$ cat src/rtl/seg7_scan_decoder.sv
// seg7_scan_decoder
// Watches a multiplexed two-digit seven-segment bus and recovers the hex value
// being displayed. Each digit is accepted only after its select/segment pattern
// has been stable for SETTLE cycles. Two accepted digits form a frame, which
// updates value/dp/bad and pulses frame_valid. A long gap with no accepted
// digit raises blank.

module seg7_scan_decoder #(
  parameter bit SEG_ACTIVE_LOW = 1'b1,
  parameter int SETTLE         = 16,
  parameter int TIMEOUT        = 1000000,
  parameter int TO_W           = 20
) (
  input  logic       clk,
  input  logic       rst_n,
  input  logic [1:0] cs,
  input  logic [7:0] dx,
  output logic [7:0] value,
  output logic [1:0] dp,
  output logic [1:0] bad,
  output logic       frame_valid,
  output logic       changed,
  output logic       blank,
  output logic       cs_err
);

  // Stability counter: wide enough to hold SETTLE-1, where it saturates.
  localparam int CNT_W = (SETTLE > 2) ? $clog2(SETTLE) : 1;
  localparam logic [CNT_W-1:0] CNT_CAPTURE = CNT_W'(SETTLE - 2);
  localparam logic [CNT_W-1:0] CNT_MAX     = CNT_W'(SETTLE - 1);
  localparam logic [TO_W-1:0]  TO_MAX      = TO_W'(TIMEOUT);

  // Synchronizer reset values: select idle (both high), segments zero.
  localparam logic [1:0] CS_IDLE = 2'b11;

  typedef enum logic {
    S_WAIT = 1'b0,
    S_HOLD = 1'b1
  } state_t;

  // Input synchronizers.
  logic [1:0]       cs_meta_q, cs_sync_q;
  logic [7:0]       dx_meta_q, dx_sync_q;

  // Stability tracking and FSM.
  logic [9:0]       pat_prev_q, pat_prev_d;
  logic [CNT_W-1:0] stab_cnt_q, stab_cnt_d;
  state_t           state_q, state_d;

  // Per-digit staging.
  logic [1:0][3:0]  stage_nib_q, stage_nib_d;
  logic [1:0]       stage_dp_q, stage_dp_d;
  logic [1:0]       stage_bad_q, stage_bad_d;
  logic [1:0]       have_q, have_d;

  // Registered outputs.
  logic [7:0]       value_q, value_d;
  logic [1:0]       dp_q, dp_d;
  logic [1:0]       bad_q, bad_d;
  logic             frame_valid_q, frame_valid_d;
  logic             changed_q, changed_d;
  logic             blank_q, blank_d;
  logic             cs_err_q, cs_err_d;

  // Timeout tracking.
  logic [TO_W-1:0]  to_cnt_q, to_cnt_d;

  // Combinational helpers.
  logic [9:0]       pat_now;
  logic             pat_same;
  logic [7:0]       dx_lit;
  logic [4:0]       glyph;
  logic             sel_d0, sel_d1;
  logic             capture;
  logic [1:0]       have_next;

  // Maps a lit=1 segment pattern (g..a) to {bad, nibble}; unknown patterns give bad=1, nibble=0.
  function automatic logic [4:0] decode_glyph(input logic [6:0] seg);
    logic [4:0] res;
    res = {1'b1, 4'h0};
    case (seg)
      7'h3F: res = {1'b0, 4'h0};
      7'h06: res = {1'b0, 4'h1};
      7'h5B: res = {1'b0, 4'h2};
      7'h4F: res = {1'b0, 4'h3};
      7'h66: res = {1'b0, 4'h4};
      7'h6D: res = {1'b0, 4'h5};
      7'h7D: res = {1'b0, 4'h6};
      7'h07: res = {1'b0, 4'h7};
      7'h7F: res = {1'b0, 4'h8};
      7'h6F: res = {1'b0, 4'h9};
      7'h77: res = {1'b0, 4'hA};
      7'h7C: res = {1'b0, 4'hB};
      7'h39: res = {1'b0, 4'hC};
      7'h5E: res = {1'b0, 4'hD};
      7'h79: res = {1'b0, 4'hE};
      7'h71: res = {1'b0, 4'hF};
      default: res = {1'b1, 4'h0};
    endcase
    return res;
  endfunction

  // Normalise the synced segments to lit=1, decode them, and decide whether this cycle captures a digit.
  always_comb begin
    pat_now  = {cs_sync_q, dx_sync_q};
    pat_same = (pat_now == pat_prev_q);
    dx_lit   = SEG_ACTIVE_LOW ? ~dx_sync_q : dx_sync_q;
    glyph    = decode_glyph(dx_lit[6:0]);
    sel_d0   = (cs_sync_q == 2'b10);
    sel_d1   = (cs_sync_q == 2'b01);
    // The counter reaches SETTLE-1 on this edge, so the digit is taken now.
    capture  = (state_q == S_WAIT) && pat_same && (stab_cnt_q == CNT_CAPTURE)
               && (sel_d0 || sel_d1);
    have_next = have_q | {sel_d1 & capture, sel_d0 & capture};
  end

  // Next-state logic for stability tracking, staging, frame assembly and timeout.
  always_comb begin
    pat_prev_d    = pat_now;
    stab_cnt_d    = stab_cnt_q;
    state_d       = state_q;
    stage_nib_d   = stage_nib_q;
    stage_dp_d    = stage_dp_q;
    stage_bad_d   = stage_bad_q;
    have_d        = have_q;
    value_d       = value_q;
    dp_d          = dp_q;
    bad_d         = bad_q;
    frame_valid_d = 1'b0;
    changed_d     = 1'b0;
    blank_d       = blank_q;
    cs_err_d      = 1'b0;
    to_cnt_d      = to_cnt_q;

    // Any change of select or segments restarts the settle window.
    if (!pat_same) begin
      stab_cnt_d = '0;
    end else if (stab_cnt_q != CNT_MAX) begin
      stab_cnt_d = stab_cnt_q + CNT_W'(1);
    end

    case (state_q)
      S_WAIT: if (capture) state_d = S_HOLD;
      S_HOLD: if (!pat_same) state_d = S_WAIT;
      default: state_d = S_WAIT;
    endcase

    // Both digits selected at once is a driver fault; flag it once per entry.
    cs_err_d = (cs_sync_q == 2'b00) && (pat_prev_q[9:8] != 2'b00);

    if (capture) begin
      if (sel_d0) begin
        stage_nib_d[0] = glyph[3:0];
        stage_dp_d[0]  = dx_lit[7];
        stage_bad_d[0] = glyph[4];
      end else begin
        stage_nib_d[1] = glyph[3:0];
        stage_dp_d[1]  = dx_lit[7];
        stage_bad_d[1] = glyph[4];
      end

      if (&have_next) begin
        value_d       = {stage_nib_d[1], stage_nib_d[0]};
        dp_d          = stage_dp_d;
        bad_d         = stage_bad_d;
        frame_valid_d = 1'b1;
        changed_d     = ({value_d, dp_d, bad_d} != {value_q, dp_q, bad_q});
        have_d        = '0;
      end else begin
        have_d = have_next;
      end

      // A capture always restarts the timeout, even on the expiry cycle.
      to_cnt_d = '0;
      blank_d  = 1'b0;
    end else begin
      if (to_cnt_q != TO_MAX) begin
        to_cnt_d = to_cnt_q + TO_W'(1);
      end
      blank_d = blank_q | (to_cnt_d == TO_MAX);
    end
  end

  // State registers, including the two-flop input synchronizers.
  always_ff @(posedge clk or negedge rst_n) begin
    if (!rst_n) begin
      cs_meta_q     <= CS_IDLE;
      cs_sync_q     <= CS_IDLE;
      dx_meta_q     <= '0;
      dx_sync_q     <= '0;
      pat_prev_q    <= {CS_IDLE, 8'h00};
      stab_cnt_q    <= '0;
      state_q       <= S_WAIT;
      stage_nib_q   <= '0;
      stage_dp_q    <= '0;
      stage_bad_q   <= '0;
      have_q        <= '0;
      value_q       <= '0;
      dp_q          <= '0;
      bad_q         <= '0;
      frame_valid_q <= 1'b0;
      changed_q     <= 1'b0;
      blank_q       <= 1'b1;
      cs_err_q      <= 1'b0;
      to_cnt_q      <= '0;
    end else begin
      cs_meta_q     <= cs;
      cs_sync_q     <= cs_meta_q;
      dx_meta_q     <= dx;
      dx_sync_q     <= dx_meta_q;
      pat_prev_q    <= pat_prev_d;
      stab_cnt_q    <= stab_cnt_d;
      state_q       <= state_d;
      stage_nib_q   <= stage_nib_d;
      stage_dp_q    <= stage_dp_d;
      stage_bad_q   <= stage_bad_d;
      have_q        <= have_d;
      value_q       <= value_d;
      dp_q          <= dp_d;
      bad_q         <= bad_d;
      frame_valid_q <= frame_valid_d;
      changed_q     <= changed_d;
      blank_q       <= blank_d;
      cs_err_q      <= cs_err_d;
      to_cnt_q      <= to_cnt_d;
    end
  end

  assign value       = value_q;
  assign dp          = dp_q;
  assign bad         = bad_q;
  assign frame_valid = frame_valid_q;
  assign changed     = changed_q;
  assign blank       = blank_q;
  assign cs_err      = cs_err_q;

endmodule

$ cat config.mk
export PLATFORM = sky130hd
export DESIGN_NAME = seg7_scan_decoder
export DESIGN_NICKNAME = d
export VERILOG_FILES = /design/src/rtl/seg7_scan_decoder.sv
export SDC_FILE = /design/constraint.sdc
export NUM_CORES = 1
export LEC_CHECK = 0
export ABC_AREA = 1
export BUFFER_PORTS_ARGS = -buffer_cell sky130_fd_sc_hd__clkbuf_2
export CORE_AREA = 2 2 116 163
export DETAILED_ROUTE_END_ITERATION = 10
export DIE_AREA = 0 0 118 165
export GPL_TIMING_DRIVEN = 0
export MAX_ROUTING_LAYER = met4
export PLACE_DENSITY_LB_ADDON = 0.2
export SLEW_MARGIN = 25
export SYNTH_ARGS = -nofsm -noshare
export SYNTH_HDL_FRONTEND = slang
export SYNTH_SLANG_ARGS = --single-unit
$ cat constraint.sdc
create_clock -name clk -period 2.2 [get_ports clk]
set_input_delay 0.22 -clock clk [delete_from_list [all_inputs] [get_ports clk]]
set_output_delay 0.22 -clock clk [all_outputs]
set_load 0.005 [all_outputs]
==> impl_summary.log <==
[metrics] CP max-delay cell: sky130_fd_sc_hd__dfstp_2
[metrics] syn_nets: around 570
[metrics] layout cell share with drive strength beyond 1: around a fifth
[metrics] H-Tree Depth: 3
[metrics] sequential element share of the synthesized area: between 40% and 50%
[metrics] result of the run: finished, final reports clean
[metrics] commonest cells after routing, fill and taps aside: 124 x sky130_fd_sc_hd__nand2_1, 79 x sky130_fd_sc_hd__inv_1, 76 x sky130_fd_sc_hd__dfrtp_1, 66 x sky130_fd_sc_hd__nor2_1, 41 x sky130_fd_sc_hd__nand3_1
[metrics] Core Footprint: 17900 um2
[metrics] area taken by flip-flops and latches: 2140 um2
[metrics] starting DRC count in detailed routing: 128
[metrics] Crit Path Max Fanout: 10
[metrics] area of the multi-input gates: between 1500 and 2000 um2
[metrics] classification of the worst setup path: flop to flop
[metrics] Power Dens Cells: 646 nW/um2
[metrics] count of state elements after synthesis: 85
[metrics] worst reg2reg startpoint: cs_sync_q[1]
[metrics] Horiz. Die Dim: 118 um
[metrics] row cnt: just under 60
[metrics] Post-Route Skew: 0.00993 ns
[metrics] library cell with the largest summed area after synthesis: sky130_fd_sc_hd__dfrtp_1
[metrics] number of cells traversed by the worst register-to-register path: 10
[metrics] post-detailed-route via-to-cell ratio: 4.19
[metrics] most common library cell in the layout ignoring fill and taps: sky130_fd_sc_hd__nand2_1
[metrics] Die Span Y: approximately 170 um
[metrics] Final min period: 2.10 ns
[metrics] type of element capturing the critical path: flop
[metrics] Maximum Capacitance Violations: 0
[metrics] worst voltage drop across the vdd grid: roughly 0.33 mV
[metrics] per-cell routed wire length: about 12 um
[metrics] total count of max-transition violations in the final report: 0
[metrics] Filler Cells Inserted: around 1900
[metrics] Arrival @ worst endpoint: around 2.3 ns
[metrics] area share of the largest cell type after synthesis: between 40% and 50%
[metrics] pin count of the biggest net entering global routing: 50
[metrics] synthesized netlist cell count: around 550
[metrics] ordered list of cells on the worst path: nor2_1 -> nor4_1 -> nand3_1 -> nor2_4 -> nand2_4 -> a21oi_4 -> nand2_4 -> buf_6 -> nand2_2 -> o21ai_2
[metrics] synth warn: 0
[metrics] Post-Syn Area per Cell: around 8.1 um2
[metrics] die outline area: a little under 20000 um2
[metrics] post-layout net count: slightly above 600
[metrics] source of the critical timing path: cs_sync_q[1]
[metrics] Num CTS Buffers: 9
[metrics] number of distinct library cell variants in the gate-level netlist after synthesis: 35
[metrics] antenna violations before repair: 0
[metrics] first-pass GRT wire length: 17700 um
[metrics] post-route fraction of the period consumed by the critical path: between 90 and 100%
[metrics] ant diodes: 0
[metrics] number of global-route vias before repair: 3662
[metrics] clock tree from TritonCTS: done
[metrics] synthesis-to-finish area growth: 23.1%
[metrics] leakage power: between 2 and 3 nW
[metrics] max_slew headroom: 66.2%
[metrics] placed cells: about 820
[metrics] clk slew on worst S/H paths: roughly 0.07 ns
[metrics] class of the tightest hold or removal check: input pin to asynchronous set/reset pin
[metrics] final estimated routing congestion in global placement: 0.840
[metrics] vias post-DR: 3553
[metrics] HPWL reported at the end of detailed placement: between 7000 and 8000 um
[metrics] Area contributors post-synth: sky130_fd_sc_hd__dfrtp_1 44%, sky130_fd_sc_hd__nand2_1 11%, sky130_fd_sc_hd__inv_1 7.0%, sky130_fd_sc_hd__nor2_1 5.9%, sky130_fd_sc_hd__nand3_1 4.8%
[metrics] critical path required time: approximately 2.4 ns
[metrics] total clock sinks: 85
[metrics] wirelength, routed: between 10000 and 15000 um
[metrics] number of hold-slack violations in the final timing report: 0
[metrics] clock tree buffer depth: 2
[metrics] maximum achievable frequency: 475 MHz
[metrics] endpoints failing setup: 0
[metrics] crit-path most repeated cell: sky130_fd_sc_hd__nand2_4
[metrics] biggest cell delay along the critical path: around 0.58 ns
[metrics] count of unresolved DRC violations after routing: 0
[metrics] count of placed standard cells in the final layout, fillers left out: 847
[metrics] total negative setup slack: 0 ns
[metrics] I/O pin count: 28
[metrics] initial cell density of the core: about a quarter
[metrics] remaining global-route overflow: 0
[metrics] number of input and output port buffers inserted: 27
[metrics] launching element type of the critical path: flop
[metrics] clk_lat worst skew: approximately 0.35 ns
[metrics] GRT Total Usage: between 10% and 20%
[metrics] Clk Tree Root Cell: sky130_fd_sc_hd__clkbuf_16
[metrics] post-synthesis instance area: ~4400 um2
[metrics] measured slew at the worst slew-check pin: roughly 0.51 ns
[metrics] count of antenna-violating nets left after detailed routing: 0
[metrics] total iterations of the first detailed-routing run: 4
==> cell type report <==
class                   instances  share of cell area [%]
clock inverters                 7                    1.79
repair buffers                 44                    5.87
inverters                      86                    5.94
well taps                     240                    5.52
flip-flops and latches         85                    39.3
plain buffers                   9                    1.15
multi-input cells             367                    36.3
clock buffers                   9                    4.14
==> repair_timing <==
| item | CTS | global route |
|---|---|---|
| pin swaps | 0 | 7 |
| endpoints found under the hold margin | 46 | 0 |
| buffers inserted | 0 | 5 |
| hold buffers | 11 | 0 |
| setup endpoints to repair | 1 | 21 |
| resized for setup | 4 | 23 |
==> worst paths after layout <==
check                                    end  slack (ns)
worst max-delay path                value[5]         0.1
worst min-delay path             to_cnt_q[9]        0.34
worst max register to register      value[5]         0.1
worst min register to register  dx_sync_q[4]        0.35
max in group asynchronous       cs_meta_q[0]        1.24
min in group clk                dx_sync_q[4]        0.35
==> flip-flops by register name (all words and copies together) (netlist names), 4 cells and up <==
register,cells
to_cnt_q,20
pat_prev_q,10
dx_meta_q,8
dx_sync_q,8
stage_nib_q,8
value,8
stab_cnt_q,4
==> worst max-delay path, delay by kind of cell (launching register included) <==
| kind | cells | cell delay [ns] |
|---|---|---|
| and+or+nand+nor | 7 | 0.99 |
| AOI/OAI and AO/OA | 2 | 0.22 |
| buffers and inverters | 1 | 0.19 |
| DFF | 1 | 0.58 |
==> synthesized netlist by cell type <==
cell type and instances:
sky130_fd_sc_hd__nand2_1 125, sky130_fd_sc_hd__inv_1 82, sky130_fd_sc_hd__dfrtp_1 78, sky130_fd_sc_hd__nor2_1 70
sky130_fd_sc_hd__nand3_1 42, sky130_fd_sc_hd__xor2_1 21, sky130_fd_sc_hd__o21ai_0 19, sky130_fd_sc_hd__o21ai_2 12
sky130_fd_sc_hd__or2_2 12, sky130_fd_sc_hd__nand4_1 8, sky130_fd_sc_hd__nor3_1 8, sky130_fd_sc_hd__a21oi_1 7
sky130_fd_sc_hd__dfstp_2 7, sky130_fd_sc_hd__ha_1 7, sky130_fd_sc_hd__nand2_2 6, sky130_fd_sc_hd__nand3b_1 6
sky130_fd_sc_hd__xnor2_1 5, sky130_fd_sc_hd__clkbuf_1 4, sky130_fd_sc_hd__inv_2 4, sky130_fd_sc_hd__nor2_2 3
sky130_fd_sc_hd__a211oi_1 2, sky130_fd_sc_hd__buf_2 2, sky130_fd_sc_hd__buf_6 2, sky130_fd_sc_hd__nand2_4 2
sky130_fd_sc_hd__o21a_1 2, sky130_fd_sc_hd__o21ai_1 2, sky130_fd_sc_hd__a21oi_4 1, sky130_fd_sc_hd__and2_1 1
sky130_fd_sc_hd__buf_4 1, sky130_fd_sc_hd__nor2_4 1, sky130_fd_sc_hd__nor4_1 1, sky130_fd_sc_hd__nor4_2 1
sky130_fd_sc_hd__o21ai_4 1, sky130_fd_sc_hd__or2_0 1, sky130_fd_sc_hd__or2_1 1
==> power by group <==
part           switching [mW]  total [mW]  internal (mW)
combinational           0.131       0.214         0.0828
clock                   0.676        1.68           1.00
sequential             0.0257        1.62           1.60
==> metrics by stage <==
stage	power, mW	hold WS [ns]	cell area [um2]	worst slack [ns]	utilization (%)
4_1_cts	3.57	0.348	5330	0.0434	29.7
3_5_place_dp	1.85	0.174	4890	-0.193	27.3
5_1_grt	3.67	0.357	5440	-0.0328	30.3
6_report	3.51	0.344	5440	0.0968	30.3
2_1_floorplan	1.76	-0.0756	4420	0.249	-
3_3_place_gp	1.84	0.313	4850	-0.211	27.1
==> kinds of logic (layout without fill, tap and decap cells) <==
| logic type | count (synthesis) | after routing | synth area share, % |
|---|---|---|---|
| simple gates | 288 | 288 | 29.0 |
| buf+inv | 95 | 155 | 8.56 |
| flops | 85 | 85 | 48.4 |
| compound gates | 46 | 46 | 6.97 |
| xor+xnor | 26 | 26 | 5.16 |
| fa+ha+maj | 7 | 7 | 1.98 |
==> layer usage <==
layer	global-route usage, %	share of wire, %	up-vias
met2	21.3	53	39
li1	-	-	1810
met3	2.14	2.5	17
met1	12.8	42	1687
met5	-	0	-
met4	5.37	1.9	0
Power figures use the tool's default switching activity.
